## src/rtl/pkt_pkg.sv

```systemverilog
// Shared types and constants for the word-to-UART packetizer.
package pkt_pkg;

  typedef enum logic [2:0] {
    ST_IDLE,
    ST_FETCH,
    ST_SEND,
    ST_WAIT,
    ST_DONE
  } state_t;

  localparam int unsigned DEFAULT_DATA_WIDTH = 32;
  localparam logic [7:0]  DEFAULT_HEADER     = 8'hA5;
  // Packet position index: header, up to 8 data bytes, optional trailer.
  localparam int unsigned IDX_W              = 4;

  function automatic int unsigned bytes_per_word(input int unsigned width);
    return width / 8;
  endfunction

endpackage

```

## src/rtl/byte_mux.sv

```systemverilog
// Selects byte sel of a word, byte 0 being the most significant.
module byte_mux
  import pkt_pkg::*;
#(
  parameter int unsigned DATA_WIDTH = DEFAULT_DATA_WIDTH
) (
  input  logic [DATA_WIDTH-1:0] word,
  input  logic [IDX_W-1:0]      sel,
  output logic [7:0]            byte_c
);

  localparam int unsigned NB = bytes_per_word(DATA_WIDTH);

  always_comb begin
    byte_c = '0;
    for (int unsigned i = 0; i < NB; i++) begin
      if (sel == IDX_W'(i)) byte_c = word[(NB-1-i)*8 +: 8];
    end
  end

endmodule

```

## src/rtl/word_uart_packetizer.sv

```systemverilog
// Pops FIFO words and sends each as HEADER + data bytes (MSB first) to a UART.
// Define PKT_CHECKSUM_EN to append an XOR trailer byte to every packet.
module word_uart_packetizer
  import pkt_pkg::*;
#(
  parameter int unsigned DATA_WIDTH = DEFAULT_DATA_WIDTH,
  parameter logic [7:0]  HEADER     = DEFAULT_HEADER
) (
  input  logic                  i_clk,
  input  logic                  i_rst,
  input  logic                  i_rd_empty,
  input  logic [DATA_WIDTH-1:0] i_rd_data,
  output logic                  o_rd_inc,
  input  logic                  i_sig_comp,
  output logic [7:0]            o_txbyte,
  output logic                  o_txsend,
  input  logic                  i_txactive,
  input  logic                  i_txdone,
  output logic                  o_busy,
  output logic                  o_done,
  output logic [15:0]           o_word_cnt
);

  localparam int unsigned NB = bytes_per_word(DATA_WIDTH);
`ifdef PKT_CHECKSUM_EN
  localparam logic [IDX_W-1:0] LAST_IDX = IDX_W'(NB + 1);
`else
  localparam logic [IDX_W-1:0] LAST_IDX = IDX_W'(NB);
`endif

  state_t                state;
  logic [DATA_WIDTH-1:0] word_q;
  logic [IDX_W-1:0]      idx;
  logic [IDX_W-1:0]      data_sel;
  logic [7:0]            mux_byte_c;
  logic [7:0]            cur_byte_c;
`ifdef PKT_CHECKSUM_EN
  logic [7:0]            csum_q;
`endif

  // idx 0 is the header, so data byte n sits at idx n+1
  assign data_sel = IDX_W'(idx - IDX_W'(1));

  byte_mux #(.DATA_WIDTH(DATA_WIDTH)) u_byte_mux (
    .word   (word_q),
    .sel    (data_sel),
    .byte_c (mux_byte_c)
  );

  always_comb begin
    cur_byte_c = mux_byte_c;
    if (idx == '0) cur_byte_c = HEADER;
`ifdef PKT_CHECKSUM_EN
    else if (idx == LAST_IDX) cur_byte_c = csum_q;
`endif
  end

  always_ff @(posedge i_clk) begin
    if (i_rst) begin
      state      <= ST_IDLE;
      word_q     <= '0;
      idx        <= '0;
      o_rd_inc   <= 1'b0;
      o_txsend   <= 1'b0;
      o_txbyte   <= '0;
      o_busy     <= 1'b0;
      o_done     <= 1'b0;
      o_word_cnt <= '0;
`ifdef PKT_CHECKSUM_EN
      csum_q     <= '0;
`endif
    end else begin
      o_rd_inc <= 1'b0;
      o_txsend <= 1'b0;
      case (state)
        ST_IDLE: begin
          if (!i_rd_empty) begin
            state    <= ST_FETCH;
            o_rd_inc <= 1'b1;
            o_busy   <= 1'b1;
          end else if (i_sig_comp) begin
            state  <= ST_DONE;
            o_done <= 1'b1;
          end
        end
        // Head word is still valid this cycle; the pop takes effect at its end.
        ST_FETCH: begin
          word_q <= i_rd_data;
          idx    <= '0;
          state  <= ST_SEND;
`ifdef PKT_CHECKSUM_EN
          csum_q <= '0;
`endif
        end
        ST_SEND: begin
          if (!i_txactive) begin
            o_txbyte <= cur_byte_c;
            o_txsend <= 1'b1;
            state    <= ST_WAIT;
`ifdef PKT_CHECKSUM_EN
            csum_q   <= csum_q ^ cur_byte_c;
`endif
          end
        end
        ST_WAIT: begin
          if (i_txdone) begin
            if (idx == LAST_IDX) begin
              o_word_cnt <= o_word_cnt + 16'd1;
              o_busy     <= 1'b0;
              state      <= ST_IDLE;
            end else begin
              idx   <= idx + IDX_W'(1);
              state <= ST_SEND;
            end
          end
        end
        ST_DONE: begin
          o_done <= 1'b1;
          o_busy <= 1'b0;
        end
        default: state <= ST_IDLE;
      endcase
    end
  end

endmodule
```

## config.mk

```make
export PLATFORM = sky130hd
export DESIGN_NAME = word_uart_packetizer
export DESIGN_NICKNAME = d
export VERILOG_FILES = /design/src/rtl/pkt_pkg.sv /design/src/rtl/byte_mux.sv /design/src/rtl/word_uart_packetizer.sv
export SDC_FILE = /design/constraint.sdc
export NUM_CORES = 1
export LEC_CHECK = 0
export CAP_MARGIN = 0
export CORE_UTILIZATION = 45
export DETAILED_ROUTE_END_ITERATION = 16
export DONT_BUFFER_PORTS = 1
export SKIP_LAST_GASP = 1
export SLEW_MARGIN = 15
export SYNTH_ARGS = -nofsm -noshare
export SYNTH_HDL_FRONTEND = slang
export SYNTH_SLANG_ARGS = --single-unit
```

## constraint.sdc

```tcl
create_clock -name i_clk -period 4.29 [get_ports i_clk]
set_clock_uncertainty 0.15 [all_clocks]
set_input_delay 0.429 -clock i_clk [delete_from_list [all_inputs] [get_ports i_clk]]
set_output_delay 0.429 -clock i_clk [all_outputs]
set_load 0.01 [all_outputs]
```

; ---- Word-level counts from Yosys, hierarchy flattened
; Index checks and enable logic that the tools add are counted.
[word_totals]
register_bits = 67
word_cells = 69
out_inout_bits = 28
[op_classes]
n_mux = 23
bitwise = 4
eq_ne = 16
reduce_logical = 14
n_addsub = 3
[ops]
columns = cell, count
row1 = 8-bit 2-to-1 mux, 5
row2 = 16-bit by 1-bit adder with 16-bit output (second input constant), 1
row3 = 3-bit case mux with 5 select lines, 1
row4 = 2-bit inequality test (second input constant), 7
row5 = 3-bit 2-to-1 mux, 4
row6 = 3-bit AND reduction, 3
row7 = 4-bit by 2-bit equality test with 1-bit output (second input constant), 2
row8 = 4-bit logical NOT, 2
row9 = 4-bit 2-to-1 mux, 2
row10 = 4-bit case mux with 2 select lines, 1
row11 = 4-bit AND reduction, 2
row12 = 1-bit 2-to-1 mux, 7
row13 = 3-bit by 2-bit equality test with 1-bit output (second input constant), 2
row14 = 4-bit by 1-bit adder with 4-bit output (second input constant), 1
row15 = 4-bit by 1-bit equality test with 1-bit output (second input constant), 1
row16 = 4-bit by 3-bit equality test with 1-bit output (second input constant), 1
row17 = 1-bit inverter, 4
row18 = 2-bit nonzero test, 2
row19 = 2-bit OR reduction, 2
row20 = 4-bit by 1-bit subtractor with 4-bit output (second input constant), 1
row21 = 3-bit by 1-bit equality test with 1-bit output (second input constant), 1
row22 = 3-bit equality test (second input constant), 1
row23 = 3-bit logical NOT, 1
row24 = 3-bit inequality test (second input constant), 1
row25 = other kinds (5), 5

; ---- Longest topological paths before layout
[logic_depth]
depth_word = 7
depth_mapped = 8

; ---- Cells and area by module
; Synthesis repeated with hierarchy kept, for this count alone.
[hier_totals]
hier_cells = 357
hier_area_um2 = 2986.6
[by_module_without_submodules]
columns = mod, seq_area_each_um2, cells_each, area_each_um2, instances
row1 = word_uart_packetizer, 1341.3, 327, 2736.4, 1
row2 = byte_mux, 0.0, 30, 250.2, 1

; ---- Worst setup path after synthesis
; OpenSTA, ideal clock, no wires.
[synth_timing]
path_kind = reg2reg
startpoint = register idx[0]
endpoint = register o_word_cnt[14]
arrival_time_ps = 2043
synth_period_minus_slack_ps = 2264
path_buffers = 2
path_stages_with_launch = 9
path_slack_ps = 2026
cell_sequence = dfxtp_1 -> inv_1 -> ha_1 -> nand4b_4 -> buf_6 -> or3_1 -> buf_2 -> or4_1 -> a21oi_1
[synth_between]
elab_chain_cells = 2
[synth_rtl]
columns = item, line
row1 = from (decl), word_uart_packetizer.sv:33  ; logic [IDX_W-1:0] idx;
row2 = from (signal assigned), word_uart_packetizer.sv:112  ; idx <= idx + IDX_W'(1);
row3 = 4-bit by 3-bit equality test with 1-bit output, word_uart_packetizer.sv:107  ; if (idx == LAST_IDX) begin
row4 = 3-bit AND reduction (no source line), --
row5 = to (signal assigned), word_uart_packetizer.sv:108  ; o_word_cnt <= o_word_cnt + 16'd1;
row6 = to (decl), word_uart_packetizer.sv:21  ; output logic [15:0] o_word_cnt
; No other way between the ends.
; A chain may end at the register's enable or synchronous reset.

; ---- Worst setup path in the final report
[layout_timing]
startpoint = register idx[0]
endpoint = register o_word_cnt[15]
; Same word-level chain as after synthesis.

==> flow_summary.ini <==
[logic_synthesis]
yosysTopAreaCell = dfxtp_1
synth-seq-cells = 67
synth_cells = 368
yosysSeqAreaShare_pct = 45.21
syn_area_um2 = 2967
synth_edf_count = 0
synthArstFlopShare_pct = 0
synth.distinct_cells = 38
synth.most_common_cell = nand2_1
synth_top_area_share_pct = 45.21
synth_ff_type = dfxtp_1
ys_top_cells_by_area = dfxtp_1 (45%), nand2_1 (9.7%), a21oi_1 (8.9%)
synth_nets = 413
yosys_warnings = 0
netlist_top_cells_count = nand2_1 (77), dfxtp_1 (67), a21oi_1 (53)
synth_area_per_cell_um2 = 8.061

[setup_path]
path_cells = inv_1 > ha_1 > nand4b_4 > or3_1 > or4_1 > a21oi_1
reg2reg_from = idx[0]
slowest_stage = or3_1
crit_type = reg -> reg
crit_path_end_kind = flip-flop
reg2regPathDepth = 6
cp-startpoint = idx[0]
cp.arrival_ns = 2.53
worst-r2r-setup-slack_ns = 1.88
critPathTopFamily = simple AND/OR/NAND/NOR gates
cp.depth = 6
crit_buf_inv = 1
critical_path.max_fanout = 11
r2r-end = o_word_cnt[15]
cpPeakStageDelay_ns = 0.54
setup.worst_path.end = o_word_cnt[15]
cp.required_ns = 4.42
start_kind = flip-flop

[grt]
top_usage_layer = met2
grt-ovfl-total = 0
use_met2_pct = 32.04
grt_usage_pct = 20.49
met3_usage_pct = 5.070
grt_use_met1_pct = 26.67
grt_pass1_vias = 2254
grt_start_max_net_pins = 37
antenna_found_initial = 0
grt_first_pass_wirelength_mm = 11.25

[drt]
wl_per_cell_um = 15.45
vias = 2461
first_pass_iters = 4
drt_iter0_drc = 116
drt_wl_total_mm = 6.784
vias_per_cell = 5.606
drc = 0
ant_nets = 0

[clocking]
ctsHtreeMaxLevel = 3
cts_made_buffers = 9
cts_tree = done
cts-root-buf = clkbuf_8
cts_sinks = 67
cts_max_path_buffers = 2
clk_latency_ns = 0.34
path_clk_slew_ns = 0.07

[sta]
finalCriticalPeriod_ns = 2.407
finalCritPeriodShare_pct = 56.10
worstMarginPinSlew_ns = 0.6340
fmax_mhz = 415.5
rsz0062_at_grt = no
timing.final.ws_setup_ns = 1.883
setup_viol = 0
slew_headroom_pct = 57.59
fin_tns_setup_ns = 0
finalHoldWorstSlack_ns = 0.009247
finalMaxSlewViolations = 0
final_hold_viol_count = 0

[place]
place.gp.congestion = 0.7276
portBuffers = 0
hpwl_mm = 4.323
place_ws_ns = 1.877

[power]
p_sw_share_pct = 24.83
power_density_nw_per_um2 = 381.7
p_comb_share_pct = 6.8
ir_drop_v = 0.0001892
p_clk_share_pct = 38.2
power.internal_uw = 913.4
p_leak_nw = 1.037
p_seq_share_pct = 55.0
p_sw_uw = 301.7

[final_layout]
num_antenna_cells = 0
areaGrowthSynthToFinish_pct = 7.296
drive_gt1_share_pct = 6.077
fin_nets = 404

[flow_run]
max_cap_viol_count = 0

[die]
start_util_pct = 46.72
dieArea_um2 = 6921
core_area_um2 = 6350
die_y_um = 83.20
rows = 29
die_w_um = 83.20
ios = 66

[min_path]
hp-class = in -> reg

[run_status]
outcome = completed
-- repair_timing --
action | CTS | global route
hold endpoints to repair | 36 | 1
buffers inserted | 0 | 0
hold buffers | 3 | 1
resized for setup | 0 | 0
-- power by group through the flow --
stage / Clock [mW] / Sequential [mW] / Combinational, mW
floorplan: 0 / 0.675 / 0.0695
global placement: 0 / 0.682 / 0.0701
detailed placement: 0 / 0.683 / 0.0708
CTS: 0.479 / 0.668 / 0.0833
global route: 0.504 / 0.672 / 0.0954
finish: 0.464 / 0.668 / 0.0830
-- final cells by class --
type / count / area [um^2]
inverter: 14 / 52.55
clock buffer: 12 / 155.1
timing repair buffer: 6 / 65.06
multi-input combinational: 261 / 1460
tap: 77 / 96.34
fill: 637 / 3167
clock inverter: 2 / 12.51
sequential: 67 / 1341
-- flip-flops by register name, summed over array words and instances (netlist names) --
register    count
idx             4
o_busy          1
o_done          1
o_rd_inc        1
o_txbyte        8
o_txsend        1
o_word_cnt     16
state           3
word_q         32
-- kinds of logic (layout without fill, tap and decap cells) --
family          Yosys count  count (layout)  share of synthesized area [%]
simple gates            156             156                          25.85
compound gates           89              89                          17.59
xor+xnor                  8               8                          2.362
fa+ha+maj                 7               7                          2.952
buf+inv                  40              34                          5.652
flops                    67              67                          45.21
mux                       1               1                         0.3796
-- cell usage in the layout (no fill, tap or decap), drive strengths merged, types with 2 or more instances in the layout --
cell	count
nand3b	6
o21ai	13
a221o	4
nor4	8
dlygate4sd3	3
dfxtp	67
nand2	77
o31ai	3
nor3	5
inv	14
a21oi	53
nand2b	3
xnor2	6
xor2	2
or3	11
nand3	6
nor2	21
clkbuf	12
ha	7
a221oi	5
nor2b	3
nor4b	2
nand4	5
a22oi	4
a211oi	4
nand4b	2
and4	2
buf	3
or4	3
-- stage by stage --
| step | instance area, um^2 | power [mW] | utilization [%] | instances |
|---|---|---|---|---|
| final | 3183 | 1.215 | 50.13 | 439 |
| after global placement | 2965 | 0.7522 | 46.70 | 421 |
| after floorplan | 2967 | 0.7442 | - | 368 |
| after detailed placement | 2965 | 0.7536 | 46.70 | 421 |
| after global routing | 3183 | 1.271 | 50.13 | 439 |
| after CTS | 3173 | 1.230 | 49.97 | 438 |
-- per-layer routing --
metal | routed length [um] | share of wire [%] | vias up
met5 | 0 | 0 | -
li1 | - | - | 1254
met3 | 306 | 4.5 | 11
met4 | 115 | 1.7 | 0
met1 | 3143 | 46 | 1143
met2 | 3218 | 47 | 53
-- how the worst min path moves through the flow --
stage | from | to | cells past startpoint
finish | i_rst | o_word_cnt[0] | 1
global placement | word_q[16] | word_q[16] | 2
global route | i_rst | o_word_cnt[0] | 1
CTS | i_rst | o_word_cnt[3] | 1
floorplan | word_q[25] | word_q[25] | 2
detailed placement | word_q[11] | word_q[11] | 2
Note: power is estimated with default switching activity, not from simulation.
